File: config.mk
export PLATFORM = sky130hd
export DESIGN_NAME = rt_pixel_gen
export DESIGN_NICKNAME = d
export VERILOG_FILES = /design/src/rtl/rt_pkg.sv /design/src/rtl/rt_wrap_counter.sv /design/src/rtl/rt_pixel_gen.sv
export SDC_FILE = /design/constraint.sdc
export NUM_CORES = 1
export LEC_CHECK = 0
export CAP_MARGIN = 20
export CORE_UTILIZATION = 40
export DETAILED_ROUTE_END_ITERATION = 8
export GPL_ROUTABILITY_DRIVEN = 0
export GPL_TIMING_DRIVEN = 0
export PLACE_DENSITY = 0.89
export SLEW_MARGIN = 20
export SYNTH_ARGS = -nofsm -noshare
export SYNTH_HDL_FRONTEND = slang
export SYNTH_SLANG_ARGS = --single-unit
File: constraint.sdc
create_clock -name clk_i -period 2.15 [get_ports clk_i]
set_input_delay 0.645 -clock clk_i [delete_from_list [all_inputs] [get_ports clk_i]]
set_output_delay 0.645 -clock clk_i [all_outputs]
set_load 0.05 [all_outputs]
File: src/rtl/rt_pkg.sv
// Shared ray-tracer definitions: camera fixed-point format, pixel generator
// states and the anti-aliasing sub-pixel offset.
package rt_pkg;

  localparam int CAMERA_IW = 16;
  localparam int CAMERA_QW = 16;

  typedef enum logic [1:0] {
    IDLE = 2'd0,
    RUN  = 2'd1,
    DONE = 2'd2
  } rt_pixgen_state_e;

  // Quarter-pixel step in a format with qw fractional bits (qw >= 2).
  function automatic int AA_OFFSET_Q(input int qw);
    return 1 << (qw - 2);
  endfunction

endpackage

File: src/rtl/rt_wrap_counter.sv
// Up-counter over 0..MAX-1 with synchronous clear; wrap_o flags the enabled
// step that returns the count to 0, so counters can be chained.
module rt_wrap_counter #(
  parameter  int MAX = 4,
  localparam int W   = (MAX > 1) ? $clog2(MAX) : 1
) (
  input  logic         clk_i,
  input  logic         rst_ni,
  input  logic         clr_i,
  input  logic         en_i,
  output logic [W-1:0] val_o,
  output logic         wrap_o
);

  logic [W-1:0] val_q, val_d;
  logic         at_max;

  assign at_max = (val_q == W'(MAX - 1));
  assign wrap_o = en_i & at_max;
  assign val_o  = val_q;

  always_comb begin
    val_d = val_q;
    if (clr_i) begin
      val_d = '0;
    end else if (en_i) begin
      val_d = at_max ? '0 : val_q + W'(1);
    end
  end

  always_ff @(posedge clk_i or negedge rst_ni) begin
    if (!rst_ni) begin
      val_q <= '0;
    end else begin
      val_q <= val_d;
    end
  end

endmodule

File: src/rtl/rt_pixel_gen.sv
// Raster-order pixel coordinate generator for the ray generation unit.
// Define RT_PIXGEN_AA_EN for 4 samples per pixel on a 2x2 sub-pixel grid.
//
// state | meaning
// IDLE  | waiting for start_i
// RUN   | issuing coordinate beats (valid_o high)
// DONE  | one-cycle done_o pulse after the last beat
module rt_pixel_gen
  import rt_pkg::*;
#(
  parameter  int IMG_W = 640,
  parameter  int IMG_H = 480,
  parameter  int IW    = CAMERA_IW,
  parameter  int QW    = CAMERA_QW,
  localparam int XW    = ($clog2(IMG_W) > 1) ? $clog2(IMG_W) : 1,
  localparam int YW    = ($clog2(IMG_H) > 1) ? $clog2(IMG_H) : 1,
  localparam int FW    = IW + QW
) (
  input  logic          clk_i,
  input  logic          rst_ni,
  input  logic          start_i,
  input  logic          abort_i,
  output logic          busy_o,
  output logic          done_o,
  output logic          valid_o,
  input  logic          ready_i,
  output logic [XW-1:0] pix_x_o,
  output logic [YW-1:0] pix_y_o,
  output logic [1:0]    sample_o,
  output logic [FW-1:0] x_o,
  output logic [FW-1:0] y_o,
  output logic          last_o
);

  rt_pixgen_state_e state_q, state_d;
  logic             valid_q, valid_d;
  logic             busy_q, busy_d;
  logic             done_q, done_d;

  logic          accept, clr;
  logic          smp_wrap, x_wrap, frame_end;
  logic          smp_last;
  logic [1:0]    smp;
  logic [XW-1:0] px;
  logic [YW-1:0] py;
  logic [FW-1:0] x_fp, y_fp;

  assign accept = valid_q & ready_i;

`ifdef RT_PIXGEN_AA_EN
  localparam logic [FW-1:0] OFS = FW'(AA_OFFSET_Q(QW));

  rt_wrap_counter #(.MAX(4)) u_smp_cnt (
    .clk_i  (clk_i),
    .rst_ni (rst_ni),
    .clr_i  (clr),
    .en_i   (accept),
    .val_o  (smp),
    .wrap_o (smp_wrap)
  );
  assign smp_last = (smp == 2'd3);
`else
  assign smp      = 2'd0;
  assign smp_wrap = accept;
  assign smp_last = 1'b1;
`endif

  rt_wrap_counter #(.MAX(IMG_W)) u_x_cnt (
    .clk_i  (clk_i),
    .rst_ni (rst_ni),
    .clr_i  (clr),
    .en_i   (smp_wrap),
    .val_o  (px),
    .wrap_o (x_wrap)
  );

  // The row counter wraps exactly on the accepted final beat of the frame.
  rt_wrap_counter #(.MAX(IMG_H)) u_y_cnt (
    .clk_i  (clk_i),
    .rst_ni (rst_ni),
    .clr_i  (clr),
    .en_i   (x_wrap),
    .val_o  (py),
    .wrap_o (frame_end)
  );

  always_comb begin
    state_d = state_q;
    valid_d = valid_q;
    busy_d  = busy_q;
    done_d  = 1'b0;
    clr     = 1'b0;
    case (state_q)
      IDLE: begin
        if (start_i) begin
          state_d = RUN;
          valid_d = 1'b1;
          busy_d  = 1'b1;
          clr     = 1'b1;
        end
      end
      RUN: begin
        if (abort_i) begin
          state_d = IDLE;
          valid_d = 1'b0;
          busy_d  = 1'b0;
        end else if (frame_end) begin
          state_d = DONE;
          valid_d = 1'b0;
          busy_d  = 1'b0;
          done_d  = 1'b1;
        end
      end
      DONE: begin
        state_d = IDLE;
      end
      default: begin
        state_d = IDLE;
        valid_d = 1'b0;
        busy_d  = 1'b0;
      end
    endcase
  end

  always_ff @(posedge clk_i or negedge rst_ni) begin
    if (!rst_ni) begin
      state_q <= IDLE;
      valid_q <= 1'b0;
      busy_q  <= 1'b0;
      done_q  <= 1'b0;
    end else begin
      state_q <= state_d;
      valid_q <= valid_d;
      busy_q  <= busy_d;
      done_q  <= done_d;
    end
  end

  always_comb begin
    x_fp = FW'(px) << QW;
    y_fp = FW'(py) << QW;
`ifdef RT_PIXGEN_AA_EN
    x_fp = x_fp + (smp[0] ? OFS : -OFS);
    y_fp = y_fp + (smp[1] ? OFS : -OFS);
`endif
  end

  // Payload is forced to zero outside a valid beat so reset clears every output.
  assign valid_o  = valid_q;
  assign busy_o   = busy_q;
  assign done_o   = done_q;
  assign pix_x_o  = valid_q ? px : '0;
  assign pix_y_o  = valid_q ? py : '0;
  assign sample_o = valid_q ? smp : 2'd0;
  assign x_o      = valid_q ? x_fp : '0;
  assign y_o      = valid_q ? y_fp : '0;
  assign last_o   = valid_q & smp_last & (px == XW'(IMG_W - 1)) & (py == YW'(IMG_H - 1));

endmodule

==> reports/qor_table.md, run 1 <==
| Metric | Reported | Unit |
| --- | --- | --- |
| Proportion of power drawn by flip-flops and latches | 30.3 | % |
| Buffer levels on the longest clock path | 2 | - |
| Worst Setup Start Kind | flip-flop | - |
| Post-synthesis compound-gate area fraction | 10.9 | % |
| Unrepaired setup endpoints after global routing | yes | - |
| Power share of the clock group | 15.7 | % |
| Minimum period implied by the final worst setup slack | 2.23 | ns |
| Routed vias | 1718 | - |
| TritonCTS clock tree | built | - |
| Total of max-cap violations | 0 | - |
| TritonCTS Buffers | 3 | - |
| Worst-skew pair later-pin latency | 0.27 | ns |
| Yosys warning count | 0 | - |
| DRC violation total after the first TritonRoute iteration | 227 | - |
| Clock transition at the register clock pins on the worst setup and hold paths after CTS | 0.08 | ns |
| Maximum frequency from static timing analysis | 0.448 | GHz |
| Post-Syn Area | 0.00190 | mm2 |
| Top post-synthesis cells by area | sky130_fd_sc_hd__dfrtp_1, sky130_fd_sc_hd__buf_4, sky130_fd_sc_hd__and2_1, sky130_fd_sc_hd__nand3_1, sky130_fd_sc_hd__xnor2_1 | - |
| Buffers on Ports | 46 | - |
| Hpwl dp | 3160 | um |
| DRC errors left | 12 | - |
| Layout area overhead | 40.9 | % |
| Starting density of the core | 42.7 | % |
| Synth cell types | 40 | - |
| Per-cell routed wire length | 11.7 | um |
| Result of the run | finished, violations left | - |
| Type of the tightest min-delay check | in -> async | - |
| Number of flip-flops and latches in the synthesized netlist | 23 | - |
| Source of the worst register-to-register timing path | u_x_cnt.val_o[0]$_DFFE_PN0P_ | - |
| Adder-cell share of the synthesized area | 1.32 | % |
| Arrival time of data at the critical path endpoint | 1.59 | ns |
| CP required | 1.50 | ns |
| Core Rows | 24 | - |
| I/O pins | 94 | - |
| Die width | 70.9 | um |
| Via/cell ratio | 4.56 | - |
| Slowest cell delay on critical path | 0.43 | ns |
| Combinational family with the most area after synthesis | buffers and inverters | - |
| Number of instances in the synthesized netlist | 219 | - |
| Critical Path Slowest Stage Cell | sky130_fd_sc_hd__dfrtp_1 | - |
| Layout cell share with drive strength beyond 1 | 48.9 | % |
| Mapped Avg Cell Area | 8.66 | um2 |
| Violations in the final reports | DRC, setup timing | - |
| Number of antenna repair diodes | 0 | - |
| Number of levels the H-tree was split into | 1 | - |
| Final instance area | 0.00267 | mm2 |
| Count of non-filler cells in the finished layout | 377 | - |
| Setup skew after layout | 0.000525 | ns |
| Sw frac | 47.7 | % |
| Area of the die | 0.00502 | mm2 |
| Largest net degree at the start of global routing | 24 | - |
| Number of detailed-route iterations in the first pass | 6 | - |
| Normalized max-slew margin | 66.0 | % |
| Crit path cell chain | ha_2, and4_4, nand3_4, nor3_4, buf_6 | - |
| Critical path type | reg -> out | - |
| Tcrit/Tclk final | 104 | % |
| Leak pwr | 1.41 | nW |
| Number of global-route vias before repair | 1526 | - |
| Biggest fanout along the worst timing path | 6 | - |
| Reg2Reg Capture Point | u_y_cnt.val_o[6]$_DFFE_PN0P_ | - |
| Root Driver | sky130_fd_sc_hd__clkbuf_8 | - |
| Total Routed Length | 4430 | um |
| Internal cell power | 0.000924 | W |
| Final nets | 333 | - |
| GR Util All Layers | 17.5 | % |
| Cell Pwr Density | 661 | mW/mm2 |
| Total number of clock tree sinks | 23 | - |
| Number of cells after detailed placement | 363 | - |
| Element type at the critical path end | output pin | - |
| Share of synthesized area occupied by flip-flops and latches | 30.3 | % |
| Core Region | 0.00444 | mm2 |
| Area after DPL | 0.00263 | mm2 |
| Antenna violations before repair | 0 | - |
| Commonest non-fill, non-tap cells in the layout | sky130_fd_sc_hd__buf_4, sky130_fd_sc_hd__conb_1, sky130_fd_sc_hd__buf_2 | - |
| Cell taking the most area after synthesis | sky130_fd_sc_hd__dfrtp_1 | - |
| Total of endpoints with negative setup slack in the final report | 1 | - |
| Remaining global-route overflow | 0 | - |
| Worst ir drop on vdd | 0.276 | mV |
| Proportion of power drawn by combinational gates | 54.0 | % |
| Worst setup slack for register-to-register paths | 0.25 | ns |
| Hold Buf Count CTS | 0 | - |
| Number of cell instances on the worst register-to-register path | 6 | - |
| Portion of netlist area occupied by mux cells | 1.06 | % |
| Most common cell after layout, fill and taps aside | sky130_fd_sc_hd__buf_4 | - |
| Number of nets with antenna violations after routing | 0 | - |
| Total count of hold-check failures in the final report | 0 | - |
| Final slew viol count | 0 | - |
| Area share of the largest cell type after synthesis | 30.3 | % |
| Global-route wire length before repair | 7070 | um |
| Post-Synth XOR/XNOR Area | 3.69 | % |
| Worst Setup Slack, final | -0.0806 | ns |
| Area fraction in and, or, nand and nor cells after synthesis | 23.8 | % |
| Sw power | 0.000843 | W |
| Summed negative setup slack over all endpoints | -0.0806 | ns |
| Worst Tran Pin Value | 0.510 | ns |
| Die Span Y | 70.9 | um |
registers in the layout, summed over array words and instances (netlist names):
register and cells:
busy_o 1, u_y_cnt.val_o 9, u_x_cnt.val_o 10, state_q 2
done_o 1
worst max-delay path, delay by kind of cell (launching register included):
kind | cells | cell delay, ns
adders and majority gates | 1 | 0.22
and+or+nand+nor | 3 | 0.48
DFF | 1 | 0.43
buffers and inverters | 1 | 0.18
power by group through the flow:
stage	Clock, W	Combinational [W]	Sequential, W
finish	0.000278	0.000953	0.000535
floorplan	0	0.000704	0.000543
global route	0.000297	0.00101	0.000542
CTS	0.000273	0.000907	0.000537
detailed placement	0	0.000905	0.000545
global placement	0	0.000894	0.000541
metrics by stage:
| step | power [W] | util (%) | worst slack, ns | hold WS (ns) |
|---|---|---|---|---|
| 6_report | 0.00177 | 60.1 | -0.0806 | 0.334 |
| 5_1_grt | 0.00184 | 60.1 | -0.134 | 0.382 |
| 4_1_cts | 0.00172 | 59.3 | -0.107 | 0.507 |
| 3_5_place_dp | 0.00145 | 59.2 | -0.574 | 0.495 |
| 3_3_place_gp | 0.00144 | 59.2 | -0.546 | 0.472 |
| 2_1_floorplan | 0.00125 | - | 0.0497 | 0.349 |
layer usage:
metal | track usage (%) | wire length, um | up-vias
li1 | - | - | 855
met2 | 30.8 | 2200 | 106
met5 | 0 | 0 | -
met3 | 2.85 | 417 | 7
met1 | 22.0 | 1750 | 750
met4 | 5.78 | 57 | 0
Yosys cell counts:
master                      number
sky130_fd_sc_hd__o211ai_1        4
sky130_fd_sc_hd__o22ai_1         1
sky130_fd_sc_hd__nor4_1          2
sky130_fd_sc_hd__dfrtp_1        23
sky130_fd_sc_hd__a2111oi_4       1
sky130_fd_sc_hd__nand4_4         1
sky130_fd_sc_hd__or3b_1          1
sky130_fd_sc_hd__or4_1           1
sky130_fd_sc_hd__nor2b_1         1
sky130_fd_sc_hd__nand4_1         2
sky130_fd_sc_hd__a21oi_1         7
sky130_fd_sc_hd__ha_1            2
sky130_fd_sc_hd__or3_1           1
sky130_fd_sc_hd__a211oi_1        2
sky130_fd_sc_hd__and4_1          2
sky130_fd_sc_hd__o2111ai_1       2
sky130_fd_sc_hd__and4_4          1
sky130_fd_sc_hd__a32oi_1         1
sky130_fd_sc_hd__nor2_1         11
sky130_fd_sc_hd__or4b_1          1
sky130_fd_sc_hd__conb_1          1
sky130_fd_sc_hd__mux2i_1         2
sky130_fd_sc_hd__nor3_1          3
sky130_fd_sc_hd__nand3_1        12
sky130_fd_sc_hd__buf_4          67
sky130_fd_sc_hd__buf_2           2
sky130_fd_sc_hd__o21ai_0         7
sky130_fd_sc_hd__o311ai_1        1
sky130_fd_sc_hd__o31ai_1         2
sky130_fd_sc_hd__clkbuf_1        5
sky130_fd_sc_hd__nand2b_1        1
sky130_fd_sc_hd__and2_1         21
sky130_fd_sc_hd__inv_1           3
sky130_fd_sc_hd__a41oi_1         1
sky130_fd_sc_hd__xor2_1          3
sky130_fd_sc_hd__nand2_1        11
sky130_fd_sc_hd__nor3b_1         1
sky130_fd_sc_hd__and3_1          3
sky130_fd_sc_hd__and4bb_4        1
sky130_fd_sc_hd__xnor2_1         5
worst max path at each step:
| stage | start | to | slack, ns | cells after the start |
|---|---|---|---|---|
| after floorplan | u_x_cnt.val_o[0]$_DFFE_PN0P_ | last_o | 0.05 | 4 |
| after global placement | u_x_cnt.val_o[0]$_DFFE_PN0P_ | last_o | -0.55 | 5 |
| after detailed placement | u_x_cnt.val_o[0]$_DFFE_PN0P_ | last_o | -0.57 | 5 |
| after CTS | u_y_cnt.val_o[0]$_DFFE_PN0P_ | last_o | -0.11 | 5 |
| after global routing | u_y_cnt.val_o[0]$_DFFE_PN0P_ | last_o | -0.13 | 5 |
| final | u_y_cnt.val_o[0]$_DFFE_PN0P_ | last_o | -0.08 | 5 |
layout make-up:
| cell class | count | area [um2] |
|---|---|---|
| well taps | 52 | 65.1 |
| inverters | 3 | 11.3 |
| repair buffers | 56 | 404 |
| plain buffers | 74 | 542 |
| fillers | 364 | 1770 |
| clock buffers | 4 | 45.0 |
| multi-input cells | 165 | 1030 |
| flip-flops and latches | 23 | 578 |
cells by family (layout without fill, tap and decap cells):
group / count (synthesis) / in the layout
adder cells (fa/ha/maj): 2 / 2
other: 1 / 47
buffers and inverters: 77 / 137
AND/OR/NAND/NOR: 77 / 77
AO/OA/AOI/OAI: 29 / 29
flip-flops: 23 / 23
XOR/XNOR: 8 / 8
multiplexers: 2 / 2
timing repair:
action                                  CTS  global route
resized for setup                       171            29
pin swaps                                 0             3
cloned                                    0             0
endpoints found under the hold margin     0             0
endpoints found under the setup margin   44            53
setup buffers                             2             8
No activity file was read; power rests on OpenSTA's default activity.
==> run 2: changes to the inputs <==
--- a/config.mk
+++ b/config.mk
@@ -9,9 +9,8 @@
 export CORE_UTILIZATION = 40
 export DETAILED_ROUTE_END_ITERATION = 8
 export GPL_ROUTABILITY_DRIVEN = 0
-export GPL_TIMING_DRIVEN = 0
 export PLACE_DENSITY = 0.89
-export SLEW_MARGIN = 20
+export SLEW_MARGIN = 40
 export SYNTH_ARGS = -nofsm -noshare
 export SYNTH_HDL_FRONTEND = slang
 export SYNTH_SLANG_ARGS = --single-unit
==> constraint.sdc (replaced) <==
create_clock -name clk_i -period 2.15 [get_ports clk_i]
set_input_delay 0.645 -clock clk_i [delete_from_list [all_inputs] [get_ports clk_i]]
set_output_delay 0.645 -clock clk_i [all_outputs]
set_load 0.005 [all_outputs]
==> reports/qor_table.md, run 2 (synthesis results as in run 1) <==
| Metric | Reported | Unit |
| --- | --- | --- |
| Final slew viol count | 0 | - |
| Worst ir drop on vdd | 0.273 | mV |
| Area after DPL | 0.00233 | mm2 |
| Minimum period implied by the final worst setup slack | 2.16 | ns |
| Violations in the final reports | DRC, setup timing | - |
| Cell Pwr Density | 517 | mW/mm2 |
| Worst Tran Pin Value | 0.566 | ns |
| DRC errors left | 12 | - |
| Element type at the critical path end | output pin | - |
| Biggest fanout along the worst timing path | 2 | - |
| Antenna violations before repair | 0 | - |
| Number of antenna repair diodes | 0 | - |
| Summed negative setup slack over all endpoints | -0.00896 | ns |
| Core Rows | 24 | - |
| Worst Setup Start Kind | flip-flop | - |
| Number of flip-flops in the largest register | 10 | - |
| Crit path cell chain | ha_2, and4_4, nand3_2, nor3_2, buf_2 | - |
| Clock transition at the register clock pins on the worst setup and hold paths after CTS | 0.08 | ns |
| Area of the die | 0.00502 | mm2 |
| Largest net degree at the start of global routing | 24 | - |
| Fraction of the core area covered by cells at the end of the flow | 55.6 | % |
| Hpwl dp | 3200 | um |
| Layout area overhead | 30.3 | % |
| Result of the run | finished, violations left | - |
| Worst setup slack for register-to-register paths | 0.21 | ns |
| Tcrit/Tclk final | 100 | % |
| Source of the worst register-to-register timing path | busy_o$_DFFE_PN0P_ | - |
| Total of max-cap violations | 0 | - |
| Hold path start | state_q[0]$_DFFE_PN0P_ | - |
| Reg2Reg Capture Point | u_y_cnt.val_o[0]$_DFFE_PN0P_ | - |
| Hold Buf Count CTS | 0 | - |
| Total count of hold-check failures in the final report | 0 | - |
| Number of levels the H-tree was split into | 1 | - |
| Total Routed Length | 4260 | um |
| Global-route track usage on met2 | 30.4 | % |
| DRC violation total after the first TritonRoute iteration | 116 | - |
| CP required | 1.50 | ns |
| Global-route met3 utilization | 1.28 | % |
| Layout cell share with drive strength beyond 1 | 19.4 | % |
| Most common cell after layout, fill and taps aside | sky130_fd_sc_hd__conb_1 | - |
| Total number of clock tree sinks | 23 | - |
| Core Region | 0.00444 | mm2 |
| Setup skew after layout | 0.00314 | ns |
| Total of endpoints with negative setup slack in the final report | 1 | - |
| Slowest cell delay on critical path | 0.37 | ns |
| Critical path type | reg -> out | - |
| Number of nets with antenna violations after routing | 0 | - |
| Smallest hold slack | 0.500 | ns |
| Met1 track demand over resource in global routing | 20.5 | % |
| Number of detailed-route iterations in the first pass | 6 | - |
| Critical Path Slowest Stage Cell | sky130_fd_sc_hd__dfrtp_1 | - |
| Remaining global-route overflow | 0 | - |
| Worst Hold Endpoint | busy_o$_DFFE_PN0P_ | - |
| Worst Hold Depth | 1 | - |
| Die Span Y | 70.9 | um |
| Commonest non-fill, non-tap cells in the layout | sky130_fd_sc_hd__conb_1, sky130_fd_sc_hd__buf_4, sky130_fd_sc_hd__dfrtp_1 | - |
| GRT Max-Usage Layer | met2 | - |
| Normalized max-slew margin | 61.9 | % |
| Final instance area | 0.00247 | mm2 |
| Buffer levels on the longest clock path | 2 | - |
| Worst Setup Slack, final | -0.00896 | ns |
| GR Util All Layers | 17.0 | % |
| Die width | 70.9 | um |
| I/O pins | 94 | - |
| Maximum frequency from static timing analysis | 0.463 | GHz |
| Root Driver | sky130_fd_sc_hd__clkbuf_8 | - |
| Global-route wire length before repair | 6730 | um |
| Final nets | 291 | - |
| Number of cell instances on the worst register-to-register path | 6 | - |
| Via/cell ratio | 4.92 | - |
| Number of global-route vias before repair | 1484 | - |
| Routed vias | 1647 | - |
| Per-cell routed wire length | 12.7 | um |
| TritonCTS Buffers | 3 | - |
| Worst-skew pair later-pin latency | 0.27 | ns |
| TritonCTS clock tree | built | - |
| Starting density of the core | 42.7 | % |
| Arrival time of data at the critical path endpoint | 1.51 | ns |
| Buffers on Ports | 46 | - |
| Leak pwr | 1.45 | nW |
| Unrepaired setup endpoints after global routing | yes | - |
| Type of the tightest min-delay check | reg -> reg | - |
-- run 2: worst max-delay path by stage --
stage                                  from                            to  slack [ns]  cells past startpoint
2_1_floorplan  u_x_cnt.val_o[0]$_DFFE_PN0P_                        last_o        0.35                      4
3_3_place_gp                        start_i  u_x_cnt.val_o[9]$_DFFE_PN0P_       -0.18                      5
3_5_place_dp                        start_i  u_x_cnt.val_o[9]$_DFFE_PN0P_       -0.22                      5
4_1_cts        u_x_cnt.val_o[0]$_DFFE_PN0P_                        last_o       -0.03                      5
5_1_grt        u_y_cnt.val_o[1]$_DFFE_PN0P_                        last_o       -0.04                      5
6_report       u_y_cnt.val_o[1]$_DFFE_PN0P_                        last_o      -0.009                      5
-- run 2: where the power goes --
group,internal [W],leakage (nW),switching (W),total (W)
Clock,0.000132,0.0228,0.000137,0.000269
Sequential,0.000475,0.303,0.0000279,0.000503
Combinational,0.000274,1.13,0.000231,0.000505
Total,0.000882,1.45,0.000396,0.00128
-- run 2: metal layers --
metal / share of wire (%) / vias to the layer above / wire length [um]
li1: - / 771 / -
met1: 38 / 756 / 1600
met2: 51 / 111 / 2180
met3: 8.6 / 9 / 365
met4: 2.6 / 0 / 110
met5: 0 / - / 0
-- run 2: metrics by stage --
step | worst slack (ns) | instances | total power, W
floorplan | 0.353 | 265 | 0.000818
global placement | -0.178 | 325 | 0.000977
detailed placement | -0.223 | 325 | 0.000993
CTS | -0.0341 | 332 | 0.00127
global route | -0.0420 | 335 | 0.00136
finish | -0.00896 | 335 | 0.00128
-- run 2: layout make-up --
type	instances	area [um2]
multi-input combinational	165	966
fill	409	1970
sequential	23	577
clock buffer	4	45.0
tap	52	65.1
inverter	3	11.3
timing repair buffer	88	808
-- run 2: critical path, delay by kind of cell, from the launching register on --
family / cells / cell delay, ns
buffers and inverters: 1 / 0.15
AND/OR/NAND/NOR: 3 / 0.53
flip-flops: 1 / 0.37
adder cells (fa/ha/maj): 1 / 0.20
-- run 2: timing repair --
action | 4_1_cts | 5_1_grt
resized for setup | 16 | 22
hold endpoints to repair | 0 | 0
pin swaps | 0 | 4
setup buffers | 3 | 3
setup endpoints to repair | 39 | 31
